`src/rtl/fft_stage_sched_if.sv`:
```
// Config, sample-stream and SDF-pipeline control bundle
// for the mixed-radix FFT stage sequencer.
interface fft_stage_sched_if #(
  parameter int MAX2  = 3,
  parameter int MAX3  = 4,
  parameter int MAX5  = 2,
  parameter int LEN_W = 14
);
  logic             cfg_valid;
  logic             cfg_ready;
  logic [2:0]       cfg_n2;
  logic [2:0]       cfg_n3;
  logic [2:0]       cfg_n5;
  logic             cfg_err;
  logic             s_valid;
  logic             s_ready;
  logic             pipe_di_en;
  logic             pipe_do_en;
  logic [MAX2-1:0]  on2;
  logic [MAX3-1:0]  on3;
  logic [MAX5-1:0]  on5;
  logic             sym_first;
  logic             sym_last_in;
  logic             m_last;
  logic             sym_done;
  logic [LEN_W-1:0] fft_len;
  logic             busy;

  modport master (
    output cfg_valid, cfg_n2, cfg_n3, cfg_n5,
    output s_valid, pipe_do_en,
    input  cfg_ready, cfg_err, s_ready, pipe_di_en,
    input  on2, on3, on5,
    input  sym_first, sym_last_in, m_last, sym_done,
    input  fft_len, busy
  );

  modport slave (
    input  cfg_valid, cfg_n2, cfg_n3, cfg_n5,
    input  s_valid, pipe_do_en,
    output cfg_ready, cfg_err, s_ready, pipe_di_en,
    output on2, on3, on5,
    output sym_first, sym_last_in, m_last, sym_done,
    output fft_len, busy
  );
endinterface

```
`src/rtl/fft_stage_sched.sv`:
```
// Mixed-radix SDF FFT sequencer: sizes N = 2^a*3^b*5^c
// serially, enables stages, frames symbols, drains on reconfig.
module fft_stage_sched #(
  parameter int MAX2  = 3,
  parameter int MAX3  = 4,
  parameter int MAX5  = 2,
  parameter int LEN_W = 14
) (
  input logic              clk,
  input logic              rst,
  fft_stage_sched_if.slave io
);

  typedef enum logic [1:0] {
    IDLE, CALC, RUN, DRAIN
  } state_t;

  localparam int SW = 5;
  localparam logic [2:0] M2 = 3'(MAX2);
  localparam logic [2:0] M3 = 3'(MAX3);
  localparam logic [2:0] M5 = 3'(MAX5);

  state_t           state_q, state_d;
  logic [2:0]       n2_q, n2_d;
  logic [2:0]       n3_q, n3_d;
  logic [2:0]       n5_q, n5_d;
  logic [SW-1:0]    step_q, step_d;
  logic [LEN_W-1:0] acc_q, acc_d;
  logic [LEN_W-1:0] len_q, len_d;
  logic [LEN_W-1:0] in_cnt_q, in_cnt_d;
  logic [LEN_W-1:0] out_cnt_q, out_cnt_d;
  logic [LEN_W:0]   outst_q, outst_d;
  logic [MAX2-1:0]  on2_q, on2_d;
  logic [MAX3-1:0]  on3_q, on3_d;
  logic [MAX5-1:0]  on5_q, on5_d;
  logic             stop_q, stop_d;
  logic             cfg_err_q, cfg_err_d;
  logic             sym_done_q, sym_done_d;

  logic             cfg_ok;
  logic             s_ready;
  logic             accept;
  logic             m_last;
  logic [LEN_W-1:0] last_len;
  logic [LEN_W-1:0] acc_mul;
  logic [SW-1:0]    k2, k23, k_cur;
  logic [MAX2-1:0]  th2;
  logic [MAX3-1:0]  th3;
  logic [MAX5-1:0]  th5;

  assign cfg_ok = (io.cfg_n2 <= M2) &&
                  (io.cfg_n3 <= M3) &&
                  (io.cfg_n5 <= M5) &&
                  (|{io.cfg_n2, io.cfg_n3, io.cfg_n5});

  assign last_len = len_q - LEN_W'(1);
  assign s_ready  = (state_q == RUN) &&
                    !(stop_q && in_cnt_q == '0);
  assign accept   = io.s_valid && s_ready;
  assign m_last   = io.pipe_do_en &&
                    (out_cnt_q == last_len);

  assign k2    = SW'(n2_q);
  assign k23   = k2 + SW'(n3_q);
  assign k_cur = k23 + SW'(n5_q);

  // Factors applied 2s, then 3s, then 5s, all via shift-add.
  always_comb begin
    if (step_q < k2)
      acc_mul = acc_q << 1;
    else if (step_q < k23)
      acc_mul = acc_q + (acc_q << 1);
    else
      acc_mul = acc_q + (acc_q << 2);
  end

  always_comb begin
    th2 = '0;
    th3 = '0;
    th5 = '0;
    for (int i = 0; i < MAX2; i++)
      th2[i] = (i < int'(n2_q));
    for (int i = 0; i < MAX3; i++)
      th3[i] = (i < int'(n3_q));
    for (int i = 0; i < MAX5; i++)
      th5[i] = (i < int'(n5_q));
  end

  always_comb begin
    state_d    = state_q;
    n2_d       = n2_q;
    n3_d       = n3_q;
    n5_d       = n5_q;
    step_d     = step_q;
    acc_d      = acc_q;
    len_d      = len_q;
    on2_d      = on2_q;
    on3_d      = on3_q;
    on5_d      = on5_q;
    in_cnt_d   = in_cnt_q;
    out_cnt_d  = out_cnt_q;
    outst_d    = outst_q;
    stop_d     = stop_q;
    cfg_err_d  = 1'b0;
    sym_done_d = m_last;

    unique case (state_q)
      IDLE: begin
        if (io.cfg_valid) begin
          if (cfg_ok) begin
            n2_d    = io.cfg_n2;
            n3_d    = io.cfg_n3;
            n5_d    = io.cfg_n5;
            acc_d   = LEN_W'(1);
            step_d  = '0;
            state_d = CALC;
          end else begin
            cfg_err_d = 1'b1;
          end
        end
      end
      CALC: begin
        acc_d  = acc_mul;
        step_d = step_q + SW'(1);
        if (step_q == k_cur - SW'(1)) begin
          len_d   = acc_mul;
          on2_d   = th2;
          on3_d   = th3;
          on5_d   = th5;
          state_d = RUN;
        end
      end
      RUN: begin
        if (io.cfg_valid)
          stop_d = 1'b1;
        if (accept)
          in_cnt_d = (in_cnt_q == last_len) ?
                     '0 : in_cnt_q + LEN_W'(1);
        if (stop_q && in_cnt_q == '0)
          state_d = DRAIN;
      end
      DRAIN: begin
        if (outst_q == '0 && out_cnt_q == '0) begin
          state_d = IDLE;
          stop_d  = 1'b0;
        end
      end
      default: state_d = IDLE;
    endcase

    if (io.pipe_do_en && len_q != '0)
      out_cnt_d = (out_cnt_q == last_len) ?
                  '0 : out_cnt_q + LEN_W'(1);

    // A stray do_en with nothing in flight is dropped.
    if (accept && !io.pipe_do_en)
      outst_d = outst_q + (LEN_W+1)'(1);
    else if (!accept && io.pipe_do_en &&
             outst_q != '0)
      outst_d = outst_q - (LEN_W+1)'(1);
  end

  always_ff @(posedge clk) begin
    if (rst) begin
      state_q    <= IDLE;
      n2_q       <= '0;
      n3_q       <= '0;
      n5_q       <= '0;
      step_q     <= '0;
      acc_q      <= '0;
      len_q      <= '0;
      on2_q      <= '0;
      on3_q      <= '0;
      on5_q      <= '0;
      in_cnt_q   <= '0;
      out_cnt_q  <= '0;
      outst_q    <= '0;
      stop_q     <= 1'b0;
      cfg_err_q  <= 1'b0;
      sym_done_q <= 1'b0;
    end else begin
      state_q    <= state_d;
      n2_q       <= n2_d;
      n3_q       <= n3_d;
      n5_q       <= n5_d;
      step_q     <= step_d;
      acc_q      <= acc_d;
      len_q      <= len_d;
      on2_q      <= on2_d;
      on3_q      <= on3_d;
      on5_q      <= on5_d;
      in_cnt_q   <= in_cnt_d;
      out_cnt_q  <= out_cnt_d;
      outst_q    <= outst_d;
      stop_q     <= stop_d;
      cfg_err_q  <= cfg_err_d;
      sym_done_q <= sym_done_d;
    end
  end

  assign io.cfg_ready   = (state_q == IDLE);
  assign io.cfg_err     = cfg_err_q;
  assign io.s_ready     = s_ready;
  assign io.pipe_di_en  = accept;
  assign io.on2         = on2_q;
  assign io.on3         = on3_q;
  assign io.on5         = on5_q;
  assign io.sym_first   = accept && in_cnt_q == '0;
  assign io.sym_last_in = accept &&
                          in_cnt_q == last_len;
  assign io.m_last      = m_last;
  assign io.sym_done    = sym_done_q;
  assign io.fft_len     = len_q;
  assign io.busy        = (state_q != IDLE);

endmodule

```
`src/flat_wrapper.sv`:
```
// flat-port wrapper written by rule: the top's interface ports become plain ports
module fft_stage_sched_flat 
#(
  parameter int MAX2  = 3,
  parameter int MAX3  = 4,
  parameter int MAX5  = 2,
  parameter int LEN_W = 14
)
  (clk, rst, io_cfg_valid, io_cfg_n2, io_cfg_n3, io_cfg_n5, io_s_valid, io_pipe_do_en, io_cfg_ready, io_cfg_err, io_s_ready, io_pipe_di_en, io_on2, io_on3, io_on5, io_sym_first, io_sym_last_in, io_m_last, io_sym_done, io_fft_len, io_busy);
  fft_stage_sched_if #(.MAX2(MAX2), .MAX3(MAX3), .MAX5(MAX5), .LEN_W(LEN_W)) io_i ();
  input logic clk;
  input logic rst;
  input wire logic [$bits(io_i.cfg_valid)-1:0] io_cfg_valid;
  input wire logic [$bits(io_i.cfg_n2)-1:0] io_cfg_n2;
  input wire logic [$bits(io_i.cfg_n3)-1:0] io_cfg_n3;
  input wire logic [$bits(io_i.cfg_n5)-1:0] io_cfg_n5;
  input wire logic [$bits(io_i.s_valid)-1:0] io_s_valid;
  input wire logic [$bits(io_i.pipe_do_en)-1:0] io_pipe_do_en;
  output wire logic [$bits(io_i.cfg_ready)-1:0] io_cfg_ready;
  output wire logic [$bits(io_i.cfg_err)-1:0] io_cfg_err;
  output wire logic [$bits(io_i.s_ready)-1:0] io_s_ready;
  output wire logic [$bits(io_i.pipe_di_en)-1:0] io_pipe_di_en;
  output wire logic [$bits(io_i.on2)-1:0] io_on2;
  output wire logic [$bits(io_i.on3)-1:0] io_on3;
  output wire logic [$bits(io_i.on5)-1:0] io_on5;
  output wire logic [$bits(io_i.sym_first)-1:0] io_sym_first;
  output wire logic [$bits(io_i.sym_last_in)-1:0] io_sym_last_in;
  output wire logic [$bits(io_i.m_last)-1:0] io_m_last;
  output wire logic [$bits(io_i.sym_done)-1:0] io_sym_done;
  output wire logic [$bits(io_i.fft_len)-1:0] io_fft_len;
  output wire logic [$bits(io_i.busy)-1:0] io_busy;
  assign io_i.cfg_valid = io_cfg_valid;
  assign io_i.cfg_n2 = io_cfg_n2;
  assign io_i.cfg_n3 = io_cfg_n3;
  assign io_i.cfg_n5 = io_cfg_n5;
  assign io_i.s_valid = io_s_valid;
  assign io_i.pipe_do_en = io_pipe_do_en;
  assign io_cfg_ready = io_i.cfg_ready;
  assign io_cfg_err = io_i.cfg_err;
  assign io_s_ready = io_i.s_ready;
  assign io_pipe_di_en = io_i.pipe_di_en;
  assign io_on2 = io_i.on2;
  assign io_on3 = io_i.on3;
  assign io_on5 = io_i.on5;
  assign io_sym_first = io_i.sym_first;
  assign io_sym_last_in = io_i.sym_last_in;
  assign io_m_last = io_i.m_last;
  assign io_sym_done = io_i.sym_done;
  assign io_fft_len = io_i.fft_len;
  assign io_busy = io_i.busy;
  fft_stage_sched #(.MAX2(MAX2), .MAX3(MAX3), .MAX5(MAX5), .LEN_W(LEN_W)) u_core (.clk(clk), .rst(rst), .io(io_i));
endmodule
```
`config.mk`:
```
export PLATFORM = sky130hd
export DESIGN_NAME = fft_stage_sched_flat
export DESIGN_NICKNAME = d
export VERILOG_FILES = /design/src/rtl/fft_stage_sched_if.sv /design/src/rtl/fft_stage_sched.sv /design/src/flat_wrapper.sv
export SDC_FILE = /design/constraint.sdc
export NUM_CORES = 1
export LEC_CHECK = 0
export CAP_MARGIN = 0
export CORE_MARGIN = 2
export CORE_UTILIZATION = 50
export DETAILED_ROUTE_END_ITERATION = 6
export GPL_TIMING_DRIVEN = 0
export PLACE_DENSITY = 0.69
export REMOVE_ABC_BUFFERS = 1
export SLEW_MARGIN = 20
export SYNTH_ARGS = -nofsm -noshare
export SYNTH_HDL_FRONTEND = slang
export SYNTH_SLANG_ARGS = --single-unit
export TNS_END_PERCENT = 20
```
`constraint.sdc`:
```
create_clock -name clk -period 4.05 [get_ports clk]
set_clock_uncertainty 0.1 [all_clocks]
set_input_delay 0.6075 -clock clk [delete_from_list [all_inputs] [get_ports clk]]
set_output_delay 0.6075 -clock clk [all_outputs]
set_load 0.03 [all_outputs]
```
==> flow_metrics.env <==
export IMPL_status="finished clean"
export IMPL_fillerInstances=1383
export IMPL_antenna_found_initial=0
export IMPL_die_area_um2=15900
export IMPL_worstPathRequired_ns=4.23
export IMPL_clk_path_buf_depth=2
export IMPL_cp_arrival_ns=4.01
export IMPL_seq_area_um2=1980
export IMPL_die_y_um=126
export IMPL_synth_top_area_share_pct=26.6
export IMPL_tightest_slew_ns=0.825
export IMPL_grt_pass1_vias=6044
export IMPL_critPathKind="reg -> reg"
export IMPL_final_area_um2=8400
export IMPL_nets=1005
export IMPL_syn_instance_count=904
export IMPL_cts_hold_buf=0
export IMPL_syn_cell_area_um2=7460
export IMPL_synth_async_reset_ratio_pct=0
export IMPL_grt_max_degree=70
export IMPL_wl_um=17900
export IMPL_maxCapViolations=0
export IMPL_hold_viol=0
export IMPL_vias=6577
export IMPL_ys_seq_elements=99
export IMPL_coreArea_um2=14500
export IMPL_yosys_top_cells_area="dfxtp_1 (27%), ha_1 (9.9%), xor2_1 (5.4%)"
export IMPL_antenna_cells=0
export IMPL_dr_pass1_iters=5
export IMPL_syn_to_final_growth_pct=12.5
export IMPL_finalCritPeriodShare_pct=94.4
export IMPL_synth_main_ff_cell="dfxtp_1"
export IMPL_clock_latency_ns=0.35
export IMPL_cts_root_buf="clkbuf_16"
export IMPL_period_needed_ns=3.82
export IMPL_die_x_um=126
export IMPL_yosys_cell_count_top_type="dfxtp_1"
export IMPL_grt_util_all_layers_pct=22.6
export IMPL_post_route_cells_drive_above_1_share_pct=7.40
export IMPL_final_setup_viol_count=0
export IMPL_grt_ovfl_total=0
export IMPL_yosysSeqAreaShare_pct=26.6
export IMPL_placedInstanceArea_um2=8000
export IMPL_maxSlewViolCount=0
export IMPL_htree_levels=3
export IMPL_p_clk_share_pct=30.0
export IMPL_synth_commonest_cells="dfxtp_1 (99), nor2_1 (88), nand2_1 (71), ha_1 (59), inv_1 (48)"
export IMPL_hpwl_um=13200
export IMPL_swShare_pct=34.1
export IMPL_power_density_nw_per_um2=374
export IMPL_crit_fanout=32
export IMPL_p_sw_uw=1070
export IMPL_max_freq_mhz=262
export IMPL_grt_pass1_wl_um=29600
export IMPL_cts_tree="done"
export IMPL_pre_cts_slack_ns=-0.201
export IMPL_drc=0
export IMPL_synth_top_cell_by_area="dfxtp_1"
export IMPL_clock_sinks=99
export IMPL_syn_area_per_cell_um2=8.26
export IMPL_vias_per_cell=5.89
export IMPL_pwr_share_seq_pct=35.2
export IMPL_worstSetupStartpointType="register"
export IMPL_cts_buffers=9
export IMPL_combPwrFrac_pct=34.7
export IMPL_synth_edff_count=0
export IMPL_maxSlewHeadroom_pct=44.7
export IMPL_clk_pin_slew_ns=0.07
export IMPL_fin_util_pct=57.8
export IMPL_gp_congestion=0.869
export IMPL_start_util_pct=51.4
export IMPL_ir_drop_uv=417
export IMPL_drtIter0Drc=344
export IMPL_endpoint_kind="register"
export IMPL_synth_distinct_cells=85
export IMPL_rsz0062_at_grt="true"
export IMPL_synth_warnings=0
export IMPL_cellLeakagePower_uw=0.00357
export IMPL_holdWs_ns=0.376
export IMPL_p_int_uw=2070
export IMPL_wire_per_inst_um=16.1
export IMPL_hp_class="reg -> reg"
export IMPL_io_pins=46
export IMPL_io_buffer_count=45
export IMPL_ant_nets=0
export IMPL_setup_slack_ns=0.226
export IMPL_multi_input_area_um2=5170
export IMPL_rows=44
## cell usage in the layout, fill, tap and decap left out, types with 6 or more instances in the layout
master,netlist,routed
ha_1,59,58
a211o_1,8,8
and3_1,15,15
clkdlybuf4s50_1,0,42
a21o_1,13,13
nor3_1,39,37
nand2_1,71,71
dfxtp_1,99,98
clkbuf_16,0,9
o21ai_0,35,34
a211oi_1,13,13
inv_1,48,47
mux2i_1,22,21
nand3_1,28,28
nand4_1,19,19
or3_1,10,9
nor2_2,10,10
nor4_1,15,15
xnor2_1,39,39
a21oi_1,47,47
a31oi_1,9,9
nor2_1,88,88
buf_4,2,7
xor2_1,46,45
nand2b_1,9,9
nor2b_1,8,8
o31ai_1,6,6
o41ai_1,6,6
## final timing paths
path / cells after the start / end / slack [ns] / from
setup / recovery: 13 / u_core.io.fft_len[4]$_SDFFE_PP0P_ / 0.23 / u_core.n2_q[0]$_SDFFE_PP0P_
hold / removal: 2 / u_core.io.on3[3]$_SDFFE_PP0P_ / 0.38 / u_core.io.on3[3]$_SDFFE_PP0P_
setup reg to reg: 13 / u_core.io.fft_len[4]$_SDFFE_PP0P_ / 0.23 / u_core.n2_q[0]$_SDFFE_PP0P_
hold reg to reg: 2 / u_core.io.on3[3]$_SDFFE_PP0P_ / 0.38 / u_core.io.on3[3]$_SDFFE_PP0P_
## power by group through the flow
stage / sequential, uW / combinational [uW] / clock (uW)
floorplan: 1110 / 819 / 0
global placement: 1130 / 1040 / 0
detailed placement: 1130 / 1080 / 0
CTS: 1100 / 1090 / 963
global route: 1120 / 1220 / 1000
finish: 1110 / 1090 / 942
## registers in the layout, indices dropped and copies added, names as in the netlist, 3 cells and up
name,flops
u_core.io.on2,3
u_core.out_cnt_q,14
u_core.n2_q,3
u_core.in_cnt_q,14
u_core.n5_q,3
u_core.n3_q,3
u_core.outst_q,15
u_core.acc_q,14
u_core.io.fft_len,14
u_core.io.on3,4
u_core.step_q,5
## cells by family (layout without fill, tap and decap cells)
kind of cell    after synthesis  count (layout)  synth area share (%)
xor+xnor                     92              92                  12.2
simple gates                339             339                  22.8
mux                          22              22                  2.95
fa+ha+maj                    64              64                  11.2
flops                        99              99                  26.6
compound gates              198             198                  19.2
buf+inv                      90             118                  5.03
## routing by layer
metal  vias up  wire [um]  global-route usage, %
li1       3318          -                      -
met1      3094       8430                   29.4
met2       130       8330                   37.9
met3        35        749                   4.42
met4         0        412                   7.50
met5         -          0                      0
## critical path, stage by stage, from the launching register on
cell and delay, ns:
dfxtp_1 0.41, ha_1 0.20, inv_1 0.06, fa_1 0.47
ha_1 0.29, inv_1 0.04, ha_1 0.22, fa_1 0.38
xnor2_1 0.17, a21oi_1 0.19, o2111ai_2 0.20, or3_4 0.54
a311o_1 0.37, a21oi_1 0.13
## layout make-up
class,count,area share (%)
clock buffer,12,2.94
timing repair buffer,53,6.07
clock inverter,4,0.879
inverter,49,2.19
sequential,99,23.6
tap,184,2.74
multi-input combinational,715,61.6
## metrics by stage
stage | total power, uW | setup TNS, ns | std cells
6_report | 3140 | 0 | 1116
5_1_grt | 3340 | 0 | 1116
4_1_cts | 3150 | 0 | 1114
3_5_place_dp | 2200 | -1.75 | 1095
3_3_place_gp | 2160 | -46.85 | 1092
2_1_floorplan | 1930 | 0 | 863
## repair_timing
action                                 4_1_cts  5_1_grt
setup buffers                                3        2
pin swaps                                    2        1
setup endpoints to repair                   22       10
resized for setup                            9        6
endpoints found under the hold margin        0        0
No activity file was read; power rests on OpenSTA's default activity.
